File: src/rtl/acia_uart_if.sv
// CPU-side register bus of the ACIA UART: chip select, direction, register select,
// write data in, registered read data and the level IRQ back to the CPU.
interface acia_uart_if;
    logic       cs;
    logic       we;
    logic       rs;
    logic [7:0] din;
    logic [7:0] dout;
    logic       irq;

    modport master (output cs, output we, output rs, output din, input dout, input irq);
    modport slave  (input cs, input we, input rs, input din, output dout, output irq);
endinterface

File: src/rtl/acia_uart.sv
// 6502-bus-mapped 8N1 UART with registered read data and level IRQ.
// Define ACIA_RX_FIFO_EN to replace the single RX holding register with a FIFO_DEPTH-entry FIFO.
module acia_uart #(
    parameter int BAUD_DIV   = 139,
    parameter int FIFO_DEPTH = 16
) (
    input  logic       clk_i,
    input  logic       reset_i,
    acia_uart_if.slave bus,
    input  logic       rx_i,
    output logic       tx_o
);
    localparam logic [15:0] BAUD_LAST = 16'(BAUD_DIV - 1);
    localparam logic [15:0] BAUD_HALF = 16'(BAUD_DIV / 2 - 1);

    typedef enum logic [1:0] {RX_IDLE, RX_START, RX_DATA, RX_STOP} rx_state_t;

    logic rd_stat, rd_data, wr_ctrl, wr_data, soft_rst, rst;

    assign rd_stat  = bus.cs & ~bus.we & ~bus.rs;
    assign rd_data  = bus.cs & ~bus.we &  bus.rs;
    assign wr_ctrl  = bus.cs &  bus.we & ~bus.rs;
    assign wr_data  = bus.cs &  bus.we &  bus.rs;
    // A control write with b7 set resets everything except the control bits it writes.
    assign soft_rst = wr_ctrl & bus.din[7];
    assign rst      = reset_i | soft_rst;

    logic [1:0] ctrl_q;

    always_ff @(posedge clk_i) begin
        if (reset_i) begin
            ctrl_q <= 2'b00;
        end else if (wr_ctrl) begin
            ctrl_q <= bus.din[1:0];
        end
    end

    logic [7:0]  hold_q;
    logic        hold_full_q;
    logic        tx_busy_q;
    logic [8:0]  tx_sh_q;
    logic [3:0]  tx_bit_q;
    logic [15:0] tx_cnt_q;
    logic        tx_q;
    logic        tx_end, tx_load;

    assign tx_end  = tx_busy_q && (tx_cnt_q == 16'd0) && (tx_bit_q == 4'd9);
    assign tx_load = hold_full_q && (!tx_busy_q || tx_end);

    always_ff @(posedge clk_i) begin
        if (rst) begin
            hold_q      <= 8'h00;
            hold_full_q <= 1'b0;
            tx_busy_q   <= 1'b0;
            tx_sh_q     <= 9'h1FF;
            tx_bit_q    <= 4'd0;
            tx_cnt_q    <= 16'd0;
            tx_q        <= 1'b1;
        end else begin
            if (wr_data && !hold_full_q) begin
                hold_q      <= bus.din;
                hold_full_q <= 1'b1;
            end else if (tx_load) begin
                hold_full_q <= 1'b0;
            end

            // Loading straight from the stop bit's last clock gives gapless back-to-back frames.
            if (tx_load) begin
                tx_busy_q <= 1'b1;
                tx_q      <= 1'b0;
                tx_sh_q   <= {1'b1, hold_q};
                tx_bit_q  <= 4'd0;
                tx_cnt_q  <= BAUD_LAST;
            end else if (tx_busy_q) begin
                if (tx_cnt_q == 16'd0) begin
                    if (tx_bit_q == 4'd9) begin
                        tx_busy_q <= 1'b0;
                    end else begin
                        tx_q     <= tx_sh_q[0];
                        tx_sh_q  <= {1'b1, tx_sh_q[8:1]};
                        tx_bit_q <= tx_bit_q + 4'd1;
                        tx_cnt_q <= BAUD_LAST;
                    end
                end else begin
                    tx_cnt_q <= tx_cnt_q - 16'd1;
                end
            end
        end
    end

    logic        rx_s1_q, rx_s2_q, rx_prev_q;
    rx_state_t   rx_state_q;
    logic [15:0] rx_cnt_q;
    logic [2:0]  rx_bit_q;
    logic [7:0]  rx_sh_q;
    logic        rx_push_q, rx_ferr_q;

    always_ff @(posedge clk_i) begin
        if (rst) begin
            rx_s1_q    <= 1'b1;
            rx_s2_q    <= 1'b1;
            rx_prev_q  <= 1'b1;
            rx_state_q <= RX_IDLE;
            rx_cnt_q   <= 16'd0;
            rx_bit_q   <= 3'd0;
            rx_sh_q    <= 8'h00;
            rx_push_q  <= 1'b0;
            rx_ferr_q  <= 1'b0;
        end else begin
            rx_s1_q   <= rx_i;
            rx_s2_q   <= rx_s1_q;
            rx_prev_q <= rx_s2_q;
            rx_push_q <= 1'b0;
            rx_ferr_q <= 1'b0;
            case (rx_state_q)
                RX_IDLE: begin
                    if (rx_prev_q && !rx_s2_q) begin
                        rx_state_q <= RX_START;
                        rx_cnt_q   <= BAUD_HALF;
                    end
                end
                RX_START: begin
                    if (rx_cnt_q == 16'd0) begin
                        rx_state_q <= rx_s2_q ? RX_IDLE : RX_DATA;
                        rx_cnt_q   <= BAUD_LAST;
                        rx_bit_q   <= 3'd0;
                    end else begin
                        rx_cnt_q <= rx_cnt_q - 16'd1;
                    end
                end
                RX_DATA: begin
                    if (rx_cnt_q == 16'd0) begin
                        rx_sh_q  <= {rx_s2_q, rx_sh_q[7:1]};
                        rx_cnt_q <= BAUD_LAST;
                        if (rx_bit_q == 3'd7) begin
                            rx_state_q <= RX_STOP;
                        end else begin
                            rx_bit_q <= rx_bit_q + 3'd1;
                        end
                    end else begin
                        rx_cnt_q <= rx_cnt_q - 16'd1;
                    end
                end
                RX_STOP: begin
                    if (rx_cnt_q == 16'd0) begin
                        rx_push_q  <= rx_s2_q;
                        rx_ferr_q  <= ~rx_s2_q;
                        rx_state_q <= RX_IDLE;
                    end else begin
                        rx_cnt_q <= rx_cnt_q - 16'd1;
                    end
                end
                default: rx_state_q <= RX_IDLE;
            endcase
        end
    end

    logic       rx_full, rx_avail, rx_push, rx_pop;
    logic [7:0] rx_head;

`ifdef ACIA_RX_FIFO_EN
    localparam int AW = $clog2(FIFO_DEPTH);

    logic [7:0]  mem_q [FIFO_DEPTH];
    logic [AW-1:0] wptr_q, rptr_q;
    logic [AW:0]   count_q;

    assign rx_full  = (count_q == (AW + 1)'(FIFO_DEPTH));
    assign rx_avail = (count_q != '0);
    assign rx_head  = mem_q[rptr_q];
    assign rx_push  = rx_push_q & ~rx_full;
    assign rx_pop   = rd_data & rx_avail;

    always_ff @(posedge clk_i) begin
        if (rst) begin
            wptr_q  <= '0;
            rptr_q  <= '0;
            count_q <= '0;
        end else begin
            if (rx_push) begin
                mem_q[wptr_q] <= rx_sh_q;
                wptr_q        <= wptr_q + 1'b1;
            end
            if (rx_pop) begin
                rptr_q <= rptr_q + 1'b1;
            end
            case ({rx_push, rx_pop})
                2'b10:   count_q <= count_q + 1'b1;
                2'b01:   count_q <= count_q - 1'b1;
                default: count_q <= count_q;
            endcase
        end
    end
`else
    logic [7:0] rx_hold_q;
    logic       rx_valid_q;

    assign rx_full  = rx_valid_q;
    assign rx_avail = rx_valid_q;
    assign rx_head  = rx_hold_q;
    assign rx_push  = rx_push_q & ~rx_full;
    assign rx_pop   = rd_data & rx_avail;

    always_ff @(posedge clk_i) begin
        if (rst) begin
            rx_hold_q  <= 8'h00;
            rx_valid_q <= 1'b0;
        end else if (rx_push) begin
            rx_hold_q  <= rx_sh_q;
            rx_valid_q <= 1'b1;
        end else if (rx_pop) begin
            rx_valid_q <= 1'b0;
        end
    end
`endif

    logic       ovr_q, ferr_q, irq_q, irq_d;
    logic [7:0] dout_q, status_d;

    assign irq_d    = (ctrl_q[0] & rx_avail) | (ctrl_q[1] & ~hold_full_q) | ovr_q | ferr_q;
    assign status_d = {irq_q, 3'b000, ferr_q, ovr_q, ~hold_full_q, rx_avail};

    always_ff @(posedge clk_i) begin
        if (rst) begin
            ovr_q  <= 1'b0;
            ferr_q <= 1'b0;
            irq_q  <= 1'b0;
            dout_q <= 8'h00;
        end else begin
            // Set beats the clear from a simultaneous status read.
            ovr_q  <= (rx_push_q & rx_full) | (ovr_q & ~rd_stat);
            ferr_q <= rx_ferr_q | (ferr_q & ~rd_stat);
            irq_q  <= irq_d;
            if (rd_stat) begin
                dout_q <= status_d;
            end else if (rd_data) begin
                dout_q <= rx_avail ? rx_head : 8'h00;
            end
        end
    end

    assign bus.dout = dout_q;
    assign bus.irq  = irq_q;
    assign tx_o     = tx_q;
endmodule
File: src/flat_wrapper.sv
// flat-port wrapper written by rule: the top's interface ports become plain ports
module acia_uart_flat 
#(
    parameter int BAUD_DIV   = 139,
    parameter int FIFO_DEPTH = 16
)
  (clk_i, reset_i, rx_i, tx_o, bus_cs, bus_we, bus_rs, bus_din, bus_dout, bus_irq);
  acia_uart_if bus_i ();
  input  logic clk_i;
  input  logic reset_i;
  input  logic rx_i;
  output logic tx_o;
  input wire logic [$bits(bus_i.cs)-1:0] bus_cs;
  input wire logic [$bits(bus_i.we)-1:0] bus_we;
  input wire logic [$bits(bus_i.rs)-1:0] bus_rs;
  input wire logic [$bits(bus_i.din)-1:0] bus_din;
  output wire logic [$bits(bus_i.dout)-1:0] bus_dout;
  output wire logic [$bits(bus_i.irq)-1:0] bus_irq;
  assign bus_i.cs = bus_cs;
  assign bus_i.we = bus_we;
  assign bus_i.rs = bus_rs;
  assign bus_i.din = bus_din;
  assign bus_dout = bus_i.dout;
  assign bus_irq = bus_i.irq;
  acia_uart #(.BAUD_DIV(BAUD_DIV), .FIFO_DEPTH(FIFO_DEPTH)) u_core (.clk_i(clk_i), .reset_i(reset_i), .bus(bus_i), .rx_i(rx_i), .tx_o(tx_o));
endmodule
File: config.mk
export PLATFORM = sky130hd
export DESIGN_NAME = acia_uart_flat
export DESIGN_NICKNAME = d
export VERILOG_FILES = /design/src/rtl/acia_uart_if.sv /design/src/rtl/acia_uart.sv /design/src/flat_wrapper.sv
export SDC_FILE = /design/constraint.sdc
export NUM_CORES = 1
export LEC_CHECK = 0
export CORE_MARGIN = 8
export CORE_UTILIZATION = 50
export CTS_BUF_LIST = sky130_fd_sc_hd__clkbuf_8
export CTS_CLUSTER_DIAMETER = 120
export DETAILED_ROUTE_END_ITERATION = 7
export HOLD_SLACK_MARGIN = 0.06
export MAX_ROUTING_LAYER = met4
export PLACE_DENSITY = 0.7
export SYNTH_ARGS = -nofsm -noshare
export SYNTH_HDL_FRONTEND = slang
export SYNTH_SLANG_ARGS = --single-unit
File: constraint.sdc
create_clock -name clk_i -period 2.4 [get_ports clk_i]
set_input_delay 0.48 -clock clk_i [delete_from_list [all_inputs] [get_ports clk_i]]
set_output_delay 0.48 -clock clk_i [all_outputs]
set_load 0.05 [all_outputs]
Word level (Yosys, flattened, before mapping):

Cells that the tools add are included.

* add/subtract/negate cells: 4
* equality and inequality tests: 15
* multiplexer cells: 38
* bitwise operators: 29
* reductions and logical operators: 30

Operators by type and width (number)
* 2-to-1 mux 16 bit: 5
* 2-to-1 mux 8 bit: 9
* case mux 16 bit (3 select lines): 1
* zero test 16 bit: 2
* subtractor 16 x 1 -> 16 bit (second input constant): 2
* bitwise AND 1 bit: 14
* 2-to-1 mux 1 bit: 12
* 2-to-1 mux 2 bit: 6
* inequality test 2 x 1 -> 1 bit (second input constant): 6
* nonzero test 2 bit: 6
* 2-to-1 mux 3 bit: 3
* inverter 1 bit: 9
* case mux 2 bit (4 select lines): 1
* AND reduction 2 bit: 4
* inequality test 2 bit (second input constant): 3
* bitwise OR 1 bit: 6
* case mux 3 bit (2 select lines): 1
* AND reduction 3 bit: 2
* OR reduction 2 bit: 3
* logical AND 1 bit: 5
* AND reduction 5 bit: 1
* adder 4 x 1 -> 4 bit (second input constant): 1
* equality test 2 bit (second input constant): 2
* equality test 4 bit (second input constant): 1
* other kinds (9): 11

* flip-flop bits (word level): 95

Logic depth before layout (Yosys ltp):

* word-level depth: 7
* depth in mapped cells: 9
* depth with buffers taken out: 7

Worst setup path before layout:

OpenSTA, ideal clock, no wires.

* path kind: flip-flop to flip-flop
* start point: register u_core.tx_cnt_q[0]
* end point: register u_core.tx_sh_q[0]
* library setup time: 120 ps
* data arrival time: 1965 ps
* data required time: 2280 ps
* setup slack: 315 ps
* stages on the path, launching flop included: 9
* clock period less this slack: 2085 ps
* cell sequence: dfxtp_1 inv_1 ha_1 nor4b_1 nand3_2 o21ai_4 o21ai_2 buf_2 a211o_1

* cells in the longest elaborated chain, start to end: 7
* elaborated cells between the ends (all ways): 10
* those cells by class: eq/ne (1); mux (1); reduce/logical (8)

RTL lines
* start, declared: line acia_uart.sv:43 `logic [15:0] tx_cnt_q;`
* start signal, assigned: line acia_uart.sv:85 `tx_cnt_q <= tx_cnt_q - 16'd1;`
* zero test 16 bit (*): line acia_uart.sv:47, acia_uart.sv:75
* logical AND 1 bit (2 in a row): line acia_uart.sv:47 `assign tx_end = tx_busy_q && (tx_cnt_q == 16'd0) && (tx_bit_q == 4'd9);`
* logical OR 1 bit: line acia_uart.sv:48 `assign tx_load = hold_full_q && (!tx_busy_q || tx_end);`
* logical AND 1 bit: line acia_uart.sv:48
* inequality test 2 x 1 -> 1 bit (no line) or nonzero test 2 bit (tied branches)
* AND reduction 3 bit (no line)
* end signal, assigned: line acia_uart.sv:71 `tx_sh_q <= {1'b1, hold_q};`
* end signal, assigned: line acia_uart.sv:80 `tx_sh_q <= {1'b1, tx_sh_q[8:1]};`
* end, declared: line acia_uart.sv:41 `logic [8:0] tx_sh_q;`

Mark *: on every way between the ends. The rest lies on a longest branch, timed or not.
A chain may end at the register's enable or synchronous reset.

Final worst setup path:

* start point: register u_core.tx_cnt_q[3]
* end point: register u_core.tx_cnt_q[12]

* cells in the longest elaborated chain, start to end: 6
* elaborated cells between the ends (all ways): 10
* those cells by class: add/sub (1); eq/ne (1); mux (1); reduce/logical (7)

RTL lines
* parallel branches: the longest is 6 deep, another holds subtractor 16 x 1 -> 16 bit

Several ways; the timed one is not identified.

==> results.txt <==
syn avg cell area: 8.46 µm²
Final Hold Viols: 0
Max VDD drop: 0.705 mV
Slowest-stage cell, CP: or4b_4
max frequency: 444 MHz
Synth cell types: 60
Crit. End Element: register
GRT Residual Overflow: 0
critical path's largest stage delay: 0.62 ns
Worst Tran Pin Value: 0.601 ns
Core Box Area: 8550 µm²
CTS tree: done
status: finished, final reports clean
commonest non-fill, non-tap cell in the layout: dfxtp_1
Nets: 565
CTS Buf Count: 9
gr usage total: 0.166
Post-Syn Nets: 539
vias per inst: 5.64
Critical Path, Cell by Cell: or4_4 -> or2_0 -> or4b_4 -> xor2_1 -> nor2_2
I/O Buffers: 23
1st-pass router iterations: 4
CP delay by family, top: simple AND/OR/NAND/NOR gates
vias in the first global route: 3330
post-DR wirelength/cell: 14.5 µm
number of DRC markers in iteration 0: 178
pin count of the biggest net entering global routing: 29
initial antenna violation count: 0
Clock Root Buffer: clkbuf_8
Pleak: 1.78 nW
Clock Pin Slew Worst Setup and Hold Paths: 0.10 ns
Final setup viols: 0
n_diodes: 0
Fin Setup TNS: 0 ns
share of cells above drive strength 1: 0.101
Synth Instances: 513
Max H-tree Level: 3
prevailing post-synth register cell: dfxtp_1
num rows: 34
unrepaired setup endpoints after global routing: no
final core utilization: 0.579
Setup CP Type: register to register
CP max FO: 9
Die X: 109 µm
worst skew pair latency: 0.36 ns
number of remaining DRC errors: 0
DIE AREA: 11900 µm²
Yosys reg bits: 95
CTS max path bufs: 2
post-synthesis sequential area ratio: 0.438
remaining antenna violation count after routing: 0
first-pass GRT wire length: 15.6 mm
Final min period: 2.25 ns
Ports: 24
Final Skew: 0.0104 ns
Max-Cap Viols: 0
synthesized area: 4340 µm²
RD Place Congestion: 0.907
pwr dens: 979 nW/µm²
most frequent cells in the layout: dfxtp_1 (95), nand2_1 (72), a21oi_1 (56), nor2_1 (52), clkdlybuf4s50_1 (23)
Req. time, crit path: 2.66 ns
DR vias: 3675
period utilisation layout: 0.937
Startpoint Class: register
area grow syn2layout: 14.1%
CP bufs+invs: 0
Initial Utilization: 0.508
WL final: 9.44 mm
fin. max-slew vios: 0
Worst EP arrival: 2.51 ns
Synth warnings: 0
DIE HEIGHT: 109 µm
hold crit path type: register to register
hpwl dp: 6.77 mm
Post-synth EDFFs: 0
clock sinks: 95
worst rel slew slack: 0.599
ys async rst share: 0
## Yosys cell counts (9+ instances only)
cell	n	share of area
nor2_1	52	0.045
a211o_1	11	0.022
a21oi_1	56	0.065
dfxtp_1	95	0.44
inv_1	14	0.012
xor2_1	14	0.028
o21ai_0	10	0.012
nand4_1	9	0.013
nor4_1	13	0.019
ha_1	12	0.035
nand2_1	72	0.062
clkbuf_1	14	0.012
nor3_1	11	0.013
nand3_1	20	0.023
## power breakdown
part	leakage, nW	internal (mW)	switching [mW]
combinational	0.911	0.782	1.13
sequential	0.771	1.77	0.194
clock	0.0930	0.411	0.565
## area by class of cell
type	instances	area [µm²]
fillers	776	3600
multi-input cells	378	2290
flip-flops and latches	95	1900
repair buffers	41	390
clock buffers	10	138
well taps	108	135
inverters	14	52.6
clock inverters	6	43.8
## path summary, 6_finish.rpt
path,cells after the start,slack (ns),start,to
setup / recovery,5,0.15,u_core.tx_cnt_q[3],u_core.tx_cnt_q[12]
hold / removal,1,0.42,u_core.rx_s1_q,u_core.rx_s2_q
setup reg to reg,5,0.15,u_core.tx_cnt_q[3],u_core.tx_cnt_q[12]
hold reg to reg,1,0.42,u_core.rx_s1_q,u_core.rx_s2_q
## sequential cells by signal, indices dropped and copies added, names as in the netlist, 2 cells and up, named ones only
| register | flops |
|---|---|
| u_core.rx_cnt_q | 16 |
| u_core.tx_cnt_q | 16 |
| u_core.bus.dout | 8 |
| u_core.hold_q | 8 |
| u_core.rx_head | 8 |
| u_core.rx_sh_q | 8 |
| u_core.tx_sh_q | 8 |
| u_core.tx_bit_q | 4 |
| u_core.rx_bit_q | 3 |
| u_core.ctrl_q | 2 |
## kinds of logic (layout without fill, tap and decap cells)
kind of cell,Yosys count,count (layout),synth area share
AOI/OAI and AO/OA,110,110,0.164
muxes,3,3,0.00692
buffers and inverters,40,71,0.0412
DFF,95,95,0.438
xor gates and xnor gates,22,22,0.0444
adders and majority gates,12,12,0.0346
and+or+nand+nor,231,231,0.270
## per-layer routing
metal | track usage | wire, µm
met1 | 0.215 | 4560
met2 | 0.253 | 4360
met3 | 0.0431 | 422
met4 | 0.0434 | 101
met5 | - | 0
## metrics by stage
| step | area (µm²) | cells | worst slack, ns | hold WS [ns] | total power, mW |
|---|---|---|---|---|---|
| 2_1_floorplan | 4340 | 513 | 0.315 | 0.386 | 3.35 |
| 3_3_place_gp | 4730 | 635 | 0.0884 | 0.394 | 3.77 |
| 3_5_place_dp | 4730 | 635 | 0.0292 | 0.405 | 3.81 |
| 4_1_cts | 4920 | 651 | 0.115 | 0.428 | 4.81 |
| 5_1_grt | 4950 | 652 | 0.0288 | 0.438 | 5.18 |
| 6_report | 4950 | 652 | 0.150 | 0.423 | 4.84 |
## repair_timing
item                                    in CTS  in global routing
gates resized for setup                      1                  3
endpoints found under the setup margin       1                  9
pin swaps                                    0                  1
hold buffers                                 0                  0
setup buffers                                0                  1
Note: power is estimated with default switching activity, not from simulation.
